`config.mk`:
```
export PLATFORM = sky130hd
export DESIGN_NAME = dcache_controller
export DESIGN_NICKNAME = d
export VERILOG_FILES = /design/src/rtl/dcache_controller.sv
export SDC_FILE = /design/constraint.sdc
export NUM_CORES = 2
export LEC_CHECK = 0
export BUFFER_PORTS_ARGS = -buffer_cell sky130_fd_sc_hd__buf_2
export CORE_ASPECT_RATIO = 1.2
export CORE_MARGIN = 5
export CORE_UTILIZATION = 57
export DETAILED_ROUTE_END_ITERATION = 16
export PLACE_DENSITY_LB_ADDON = 0.1
export REMOVE_ABC_BUFFERS = 1
export SYNTH_ARGS = -nofsm -noshare
export SYNTH_HDL_FRONTEND = slang
export SYNTH_SLANG_ARGS = --single-unit
```
`constraint.sdc`:
```
create_clock -name clk -period 4.9 [get_ports clk]
set_clock_uncertainty 0.15 [all_clocks]
set_input_delay 0.735 -clock clk [delete_from_list [all_inputs] [get_ports clk]]
set_output_delay 0.735 -clock clk [all_outputs]
set_load 0.02 [all_outputs]
```
`src/rtl/dcache_controller.sv`:
```
// 2-way set-associative, write-back, write-allocate data cache controller.
// Hits resolve combinationally in IDLE; misses sequence write-back then refill over a block port.
module dcache_controller #(
   parameter int SETS        = 8,
   parameter int WAYS        = 2,
   parameter int BLOCK_WORDS = 4,
   parameter int TAG_W       = 32 - $clog2(SETS) - $clog2(BLOCK_WORDS) - 2
) (
   input  logic                                 clk,
   input  logic                                 reset,
   input  logic                                 cpu_read,
   input  logic                                 cpu_write,
   input  logic [31:0]                          cpu_addr,
   input  logic [31:0]                          cpu_wdata,
   output logic [31:0]                          cpu_rdata,
   output logic                                 cpu_busywait,
   output logic                                 mem_read,
   output logic                                 mem_write,
   output logic [32-$clog2(BLOCK_WORDS)-3:0]    mem_addr,
   output logic [32*BLOCK_WORDS-1:0]            mem_wdata,
   input  logic [32*BLOCK_WORDS-1:0]            mem_rdata,
   input  logic                                 mem_busywait
);

   localparam int IW = $clog2(SETS);
   localparam int OW = $clog2(BLOCK_WORDS);
   localparam int BW = 32 * BLOCK_WORDS;

   typedef enum logic [1:0] {
      IDLE      = 2'd0,
      WRITEBACK = 2'd1,
      ALLOCATE  = 2'd2
   } state_t;

   state_t state_q, state_d;

   logic [TAG_W-1:0] tag_arr  [WAYS][SETS];
   logic [BW-1:0]    data_arr [WAYS][SETS];
   logic [WAYS-1:0]  valid_q  [SETS];
   logic [WAYS-1:0]  dirty_q  [SETS];
   logic [SETS-1:0]  lru_q;

   logic             victim_q;
   logic [TAG_W-1:0] req_tag_q;
   logic [IW-1:0]    req_idx_q;

   logic [OW-1:0]    req_word;
   logic [IW-1:0]    req_idx;
   logic [TAG_W-1:0] req_tag;
   logic             req;
   logic [WAYS-1:0]  way_hit;
   logic             hit;
   logic             hit_way;
   logic             victim_d;
   logic             victim_dirty;
   logic [BW-1:0]    hit_block;
   logic [OW+4:0]    word_base;
   logic             unused_addr_bits;

   assign req_word         = cpu_addr[OW+1:2];
   assign req_idx          = cpu_addr[IW+OW+1:OW+2];
   assign req_tag          = cpu_addr[31:IW+OW+2];
   assign unused_addr_bits = ^cpu_addr[1:0];
   assign req              = cpu_read | cpu_write;
   assign word_base        = {req_word, 5'b0};

   always_comb begin
      way_hit = '0;
      for (int unsigned w = 0; w < WAYS; w++) begin
         way_hit[w] = valid_q[req_idx][w] && (tag_arr[w][req_idx] == req_tag);
      end
   end

   assign hit       = |way_hit;
   assign hit_way   = way_hit[1];
   assign hit_block = data_arr[hit_way][req_idx];

   // Prefer an empty way (way0 first); otherwise evict the least recently used one.
   always_comb begin
      if (!valid_q[req_idx][0]) begin
         victim_d = 1'b0;
      end else if (!valid_q[req_idx][1]) begin
         victim_d = 1'b1;
      end else begin
         victim_d = lru_q[req_idx];
      end
   end

   assign victim_dirty = valid_q[req_idx][victim_d] & dirty_q[req_idx][victim_d];

   always_comb begin
      state_d      = state_q;
      cpu_busywait = 1'b0;
      mem_read     = 1'b0;
      mem_write    = 1'b0;
      mem_addr     = '0;
      mem_wdata    = '0;
      case (state_q)
         IDLE: begin
            if (req && !hit) begin
               cpu_busywait = 1'b1;
               state_d      = victim_dirty ? WRITEBACK : ALLOCATE;
            end
         end
         WRITEBACK: begin
            cpu_busywait = 1'b1;
            mem_write    = 1'b1;
            mem_addr     = {tag_arr[victim_q][req_idx_q], req_idx_q};
            mem_wdata    = data_arr[victim_q][req_idx_q];
            if (!mem_busywait) begin
               state_d = ALLOCATE;
            end
         end
         ALLOCATE: begin
            cpu_busywait = 1'b1;
            mem_read     = 1'b1;
            mem_addr     = {req_tag_q, req_idx_q};
            if (!mem_busywait) begin
               state_d = IDLE;
            end
         end
         default: state_d = IDLE;
      endcase
      // A pending miss in IDLE must not stall the pipeline while reset is held.
      if (reset) begin
         cpu_busywait = 1'b0;
      end
   end

   always_comb begin
      cpu_rdata = '0;
      if (!reset && state_q == IDLE && cpu_read && hit) begin
         cpu_rdata = hit_block[word_base +: 32];
      end
   end

   always_ff @(posedge clk or posedge reset) begin
      if (reset) begin
         state_q   <= IDLE;
         lru_q     <= '0;
         victim_q  <= 1'b0;
         req_tag_q <= '0;
         req_idx_q <= '0;
         for (int unsigned s = 0; s < SETS; s++) begin
            valid_q[s] <= '0;
            dirty_q[s] <= '0;
         end
      end else begin
         state_q <= state_d;
         if (state_q == IDLE && req) begin
            if (hit) begin
               lru_q[req_idx] <= ~hit_way;
               if (cpu_write) begin
                  dirty_q[req_idx][hit_way] <= 1'b1;
               end
            end else begin
               victim_q  <= victim_d;
               req_tag_q <= req_tag;
               req_idx_q <= req_idx;
            end
         end
         if (state_q == ALLOCATE && !mem_busywait) begin
            valid_q[req_idx_q][victim_q] <= 1'b1;
            dirty_q[req_idx_q][victim_q] <= 1'b0;
         end
      end
   end

   // Tag and data storage carry no reset; contents are qualified by valid_q.
   always_ff @(posedge clk) begin
      if (state_q == IDLE && req && hit && cpu_write) begin
         data_arr[hit_way][req_idx][word_base +: 32] <= cpu_wdata;
      end
      if (state_q == ALLOCATE && !mem_busywait) begin
         data_arr[victim_q][req_idx_q] <= mem_rdata;
         tag_arr[victim_q][req_idx_q]  <= req_tag_q;
      end
   end

endmodule

```
# Yosys cells after proc, flatten, opt, wreduce, memory -nomap -nowiden
# Memories as Yosys holds them, arrays and structs flattened.
# Cells that the tools add are included.
[word_totals]
register_bits = 71
mem_bits_rw = 2448
input_bits = 197
out_inout_bits = 191
mem_count = 2
[classes]
n_addsub = 1
n_lt_le_gt_ge = 11
eq_ne = 7
shift = 3
muxes = 71
n_bitwise = 10
n_reduce_logical = 25
[mem_list]
columns = ["memory", "words", "width", "rd", "rd_ports_with_merged_regs", "write_ports", "line_no", "text"]
rows = [
  ["data_arr", 2, 1024, 2, 0, 1, "38", "logic [BW-1:0] data_arr [WAYS][SETS];"],
  ["tag_arr", 2, 200, 3, 0, 1, "37", "logic [TAG_W-1:0] tag_arr [WAYS][SETS];"],
]
[op_table]
columns = ["op", "count"]
rows = [
  ["two-way mux 1024 bit", 4],
  ["OR reduction 1024 bit", 1],
  ["two-way mux 128 bit", 7],
  ["binary-select mux 128 bit (select 3 bit)", 2],
  ["demux 128 bit (select 3 bit)", 2],
  ["binary-select mux 25 bit (select 3 bit)", 3],
  ["two-way mux 200 bit", 1],
  ["two-way mux 25 bit", 7],
  ["variable shift 32 x 9 -> 128 bit, first input constant", 1],
  ["indexed part select 128 x 8 -> 32 bit", 1],
  ["indexed part select 32 x 9 -> 128 bit", 1],
  ["demux 25 bit (select 3 bit)", 1],
  ["two-way mux 16 bit", 4],
  ["one-hot mux 28 bit (2 select lines)", 1],
  ["equality test 25 bit", 2],
  ["two-way mux 32 bit", 1],
  ["bitwise OR 16 bit", 2],
  ["two-way mux 2 bit", 10],
  ["two-way mux 1 bit", 17],
  ["AND 16 bit", 1],
  ["NOT 16 bit", 1],
  ["logical AND 1 bit", 15],
  ["binary-select mux 2 bit (select 3 bit)", 2],
  ["demux 2 bit (select 3 bit)", 2],
  ["25 further kinds", 39],
]

# Depth between registers and ports, before layout
[logic_depth]
word_depth = 18
ltp_mapped = 19

# Worst setup path before layout
# No wires, ideal clock.
[synth_path]
path_type = "input-to-reg"
from = "in cpu_addr[6]"
to = "mem data_arr[0][704] in the netlist's numbering, enable pin"
arrival_time_ns = 5.352
path_slack_ns = -1.023
path_stages = 17
path_buffers = 7
cell_sequence = "buf_2 buf_2 buf_4 buf_2 buf_1 mux4_2 mux2i_1 xnor2_1 nor4_1 nand4_1 o31ai_2 nand2b_1 buf_2 nor4bb_1 buf_2 a21oi_1 nor2_1"
[synth_via]
elab_chain_cells = 12
elab_cells_between_ends = 26
classes_between = "2 x order compare; 2 x eq/ne; 15 x mux; 1 x bitwise; 6 x reduce/logical"
[synth_rtl]
columns = ["element", "line_no", "text"]
rows = [
  ["start: declaration", "13", "input logic [31:0] cpu_addr,"],
  ["NOT 3 -> 4 bit (implied by the code) (*)", "70, 172", ""],
  ["binary-select mux 25 bit (select 3 bit)", "70", "way_hit[w] = valid_q[req_idx][w] && (tag_arr[w][req_idx] == req_tag);"],
  ["two-way mux 25 bit (implied by the code) (2 in a row)", "70", ""],
  ["equality test 25 bit", "70", ""],
  ["logical AND 1 bit", "70", ""],
  ["OR reduction 2 bit", "74", "assign hit = |way_hit;"],
  ["logical AND 1 bit (2 in a row)", "171", "if (state_q == IDLE && req && hit && cpu_write) begin"],
  ["two-way mux 1 bit", "171", ""],
  ["two-way mux 1024 bit (implied by the code)", "172", "data_arr[hit_way][req_idx][word_base +: 32] <= cpu_wdata;"],
  ["two-way mux 1024 bit (no line)", "--", ""],
  ["end: declaration", "38", ""],
]
# Mark *: on every way between the ends. The rest lies on a longest branch, timed or not. The select of a mux whose other input is x is not followed.

==> flow_summary.ini <==
[power_and_ir_drop]
swShare = 0.3110
combPwrFrac = 0.308
ir_drop_mv = 0.4826
power_mw = 67.79
powerDensity_mw_per_mm2 = 461.6
p_int_mw = 46.71
p_switching_mw = 21.08
clock_power_share = 0.279
power_leakage_nw = 49.41
seqPwrFrac = 0.412

[grt]
grt_max_degree = 94
grt_pass1_vias = 80380
grt_overflow = 0
track_usage = 0.4056
use_met3 = 0.1142
use_met2 = 0.5961
busiest_layer = met2
use_met1 = 0.5215
antenna_found_initial = 28
grt_pass1_wl_um = 611300

[yosys]
syn-cell-area_mm2 = 0.1181
synthDistinctLibCells = 76
async_reset_ff_frac = 0.02819
ys_ff_latch = 2519
synth_edf_count = 2448
avgSynthCellArea_um2 = 16.83
ys.flop_type = edfxtp_1
synth-seq-area-share = 0.6374
ys_warn_count = 0
netlist_instances = 7017

[clock_network]
htree_num_levels = 4
clkSinkCount = 2519
clkLatencyLatePin_ps = 910
numCtsBuffers = 241
tritoncts = done
cts_buffer_depth = 3
clkTransAtPathRegs_ps = 60
clockRootBuffer = clkbuf_16

[timing]
rsz0062_at_grt = yes
finalCriticalPeriod_ps = 6568
worst_pin_slew_ps = 1282
worst_slack_ps = -1668
tns_ps = -550930
setup_viol_count_final = 2081
drv_slew = 0
max_slew_margin = 0.1453
fin_crit_sh = 1.340
clock.fmax_ghz = 0.1522
hold_viol_final = 0

[final_layout]
drive_gt1_frac = 0.3883
fin_nets = 8435
area_growth_syn_to_layout_pct = 24.32

[run_status]
failed_checks = negative setup slack
outcome = complete, but fails checks

[floorplan]
die_h_um = 508.7
ioPinCount = 388
rows = 183
die_w_um = 425.6
start_util = 0.5713
die-area_mm2 = 0.2165
core_mm2 = 0.2068

[detailed_routing]
remaining_drc_errors = 0
postRouteAntennaNets = 0
wl_per_cell_um = 40.70
firstDrtPassIters = 6
via_per_inst = 7.310
wirelength_um = 457000
vias = 82070
drt_iter0_markers = 12500

[setup_path]
cp_data_required_time_ps = 4010
crit_chain = mux4_2 > mux2i_2 > xor2_1 > nand4_1 > or4_4 > or4b_4 > o31ai_4 > buf_6 > nand3_4 > buf_12 > a31oi_4 > nand4_1 > buf_6 > a32oi_4 > buf_6
critPathLaunchType = register
crit_top_cell = buf_6
cp_slowest_cell = or4b_4
critPathCaptureType = output port
critPathMaxFanout = 5
path_class = reg -> out
slowest_delay_ps = 600
crit_arrival_ps = 5680

[run]
drv_cap = 0

[placement]
place_ws_ps = -2363
place_congestion = 0.9377
port_buffers = 385
detailed_place_hpwl_um = 279900

[worst_hold_path]
hold_path.class = in -> reg
==> flip-flops by register name (all words and copies together), names as in the netlist <==
signal	flops
req_idx_q	3
valid_q	16
state_q	2
tag_arr	400
req_tag_q	25
lru_q	8
victim_q	1
data_arr	2048
dirty_q	16
==> metal layers <==
| metal | wire length [um] | part of all wire |
|---|---|---|
| met5 | 155 | 0.00034 |
| met4 | 43540 | 0.095 |
| met2 | 199500 | 0.44 |
| met3 | 66550 | 0.15 |
| met1 | 147300 | 0.32 |
==> Yosys cell counts, types with 8 or more instances <==
cell type  count  area (um^2)
o22a_1        16        140.1
a32o_1        29        290.3
dfrtp_1       71         1777
a221o_1       10        100.1
nand3_1      246         1231
mux2i_1      361         3613
xor2_1        18        157.7
clkbuf_1     340         1276
a32oi_1      105        919.6
a22oi_1      100        750.7
nor2_1       146        548.0
mux4_2       952        21440
and3_1        19        118.9
buf_4         42        315.3
o221ai_1      14        122.6
nor2b_1       36        225.2
nand4_1       69        431.7
xnor2_1       19        166.4
nor4_1        14        87.58
ha_1           9        112.6
a21oi_1       69        345.3
buf_6         25        281.5
a221oi_1      44        385.4
and2_1       146        913.4
nand2_1      933         3502
nor3_1        12        60.06
edfxtp_1    2448        73510
or2_2         17        106.4
buf_1         88        330.3
a31oi_1      103        644.4
mux2_2        86        968.4
a22o_1       135         1182
o2111ai_1     23        201.4
o21ai_0       27        135.1
a41oi_1       14        122.6
inv_1          8        30.03
buf_2         67        335.3
o22ai_1       44        275.3
==> power groups by stage <==
stage | clock (mW) | sequential, mW | combinational, mW
global route | 19.9 | 28.1 | 21.5
CTS | 19.0 | 27.9 | 20.0
floorplan | 0 | 28.2 | 9.59
global placement | 0 | 28.3 | 19.4
detailed placement | 0 | 28.4 | 19.6
finish | 18.9 | 28.0 | 20.9
==> metrics by stage <==
step / cell area (um^2) / utilization / hold WS (ps) / instances
after floorplan: 115500 / - / 283.4 / 6452
after global routing: 146800 / 0.7101 / 43.55 / 11220
after global placement: 130800 / 0.6327 / 296.9 / 10440
after detailed placement: 130800 / 0.6327 / 301.0 / 10440
after CTS: 142200 / 0.6877 / 0.05573 / 11030
final: 146900 / 0.7103 / 64.10 / 11230
==> critical path: cells and delay by family (launching register included) <==
| kind | cells | cell delay, ps |
|---|---|---|
| muxes | 2 | 690 |
| DFF | 1 | 390 |
| xor gates and xnor gates | 1 | 250 |
| AOI/OAI and AO/OA | 3 | 530 |
| buffers and inverters | 4 | 910 |
| and+or+nand+nor | 5 | 1980 |
==> layout make-up <==
cell class / instances / area [um^2]
sequential: 2519 / 75300
fill: 12860 / 59910
multi-input combinational: 3924 / 42700
timing repair buffer: 1534 / 17410
clock buffer: 280 / 6241
tap: 2775 / 3472
clock inverter: 174 / 1660
inverter: 9 / 35.03
antenna: 13 / 32.53
==> layout by cell type, fill, tap and decap left out, drive strengths merged, types with 23 or more instances in the layout <==
cell | Yosys | routed
clkbuf | 340 | 353
nand2 | 933 | 933
a31oi | 103 | 103
mux2 | 91 | 91
bufinv | 0 | 28
nor2 | 146 | 146
and2 | 147 | 147
a221oi | 44 | 44
buf | 225 | 1448
nand3 | 246 | 246
a32o | 29 | 29
clkinv | 1 | 129
edfxtp | 2448 | 2448
a32oi | 105 | 105
dfrtp | 71 | 71
o21ai | 31 | 31
o2111ai | 23 | 23
mux2i | 361 | 361
a22o | 135 | 135
nand4 | 69 | 69
nor2b | 36 | 36
a22oi | 100 | 100
a21oi | 69 | 69
o22ai | 44 | 44
mux4 | 952 | 952
==> what timing repair did <==
item / CTS / global route
gates resized for setup: 365 / 330
pin swaps: 101 / 164
hold buffers: 11 / 0
cloned: 23 / 87
buffers inserted: 103 / 128
endpoints found under the setup margin: 2185 / 1478
endpoints found under the hold margin: 15 / 0
==> path summary, 6_finish.rpt <==
| path | start | end | slack, ps | cells after the start |
|---|---|---|---|---|
| setup reg to reg | tag_arr[1][16] | data_arr[0][336] | -430 | 21 |
| hold / removal | cpu_addr[26] | req_tag_q[19] | 60 | 2 |
| setup / recovery | tag_arr[1][16] | cpu_rdata[14] | -1670 | 15 |
| max in group asynchronous | reset | req_idx_q[0] | 2930 | 4 |
| hold reg to reg | valid_q[0] | valid_q[0] | 320 | 1 |
| min in group asynchronous | reset | req_tag_q[6] | 200 | 3 |
==> logic make-up (layout without fill, tap and decap cells) <==
group           Yosys count  in the layout  synth area share
compound gates          791            791           0.05169
xor+xnor                 37             37          0.002743
fa+ha+maj                 9              9         0.0009533
buf+inv                 574           1997           0.02216
flops                  2519           2519            0.6374
mux                    1404           1404            0.2208
other cells               0             13                 0
simple gates           1683           1683           0.06433
Power figures use the tool's default switching activity.
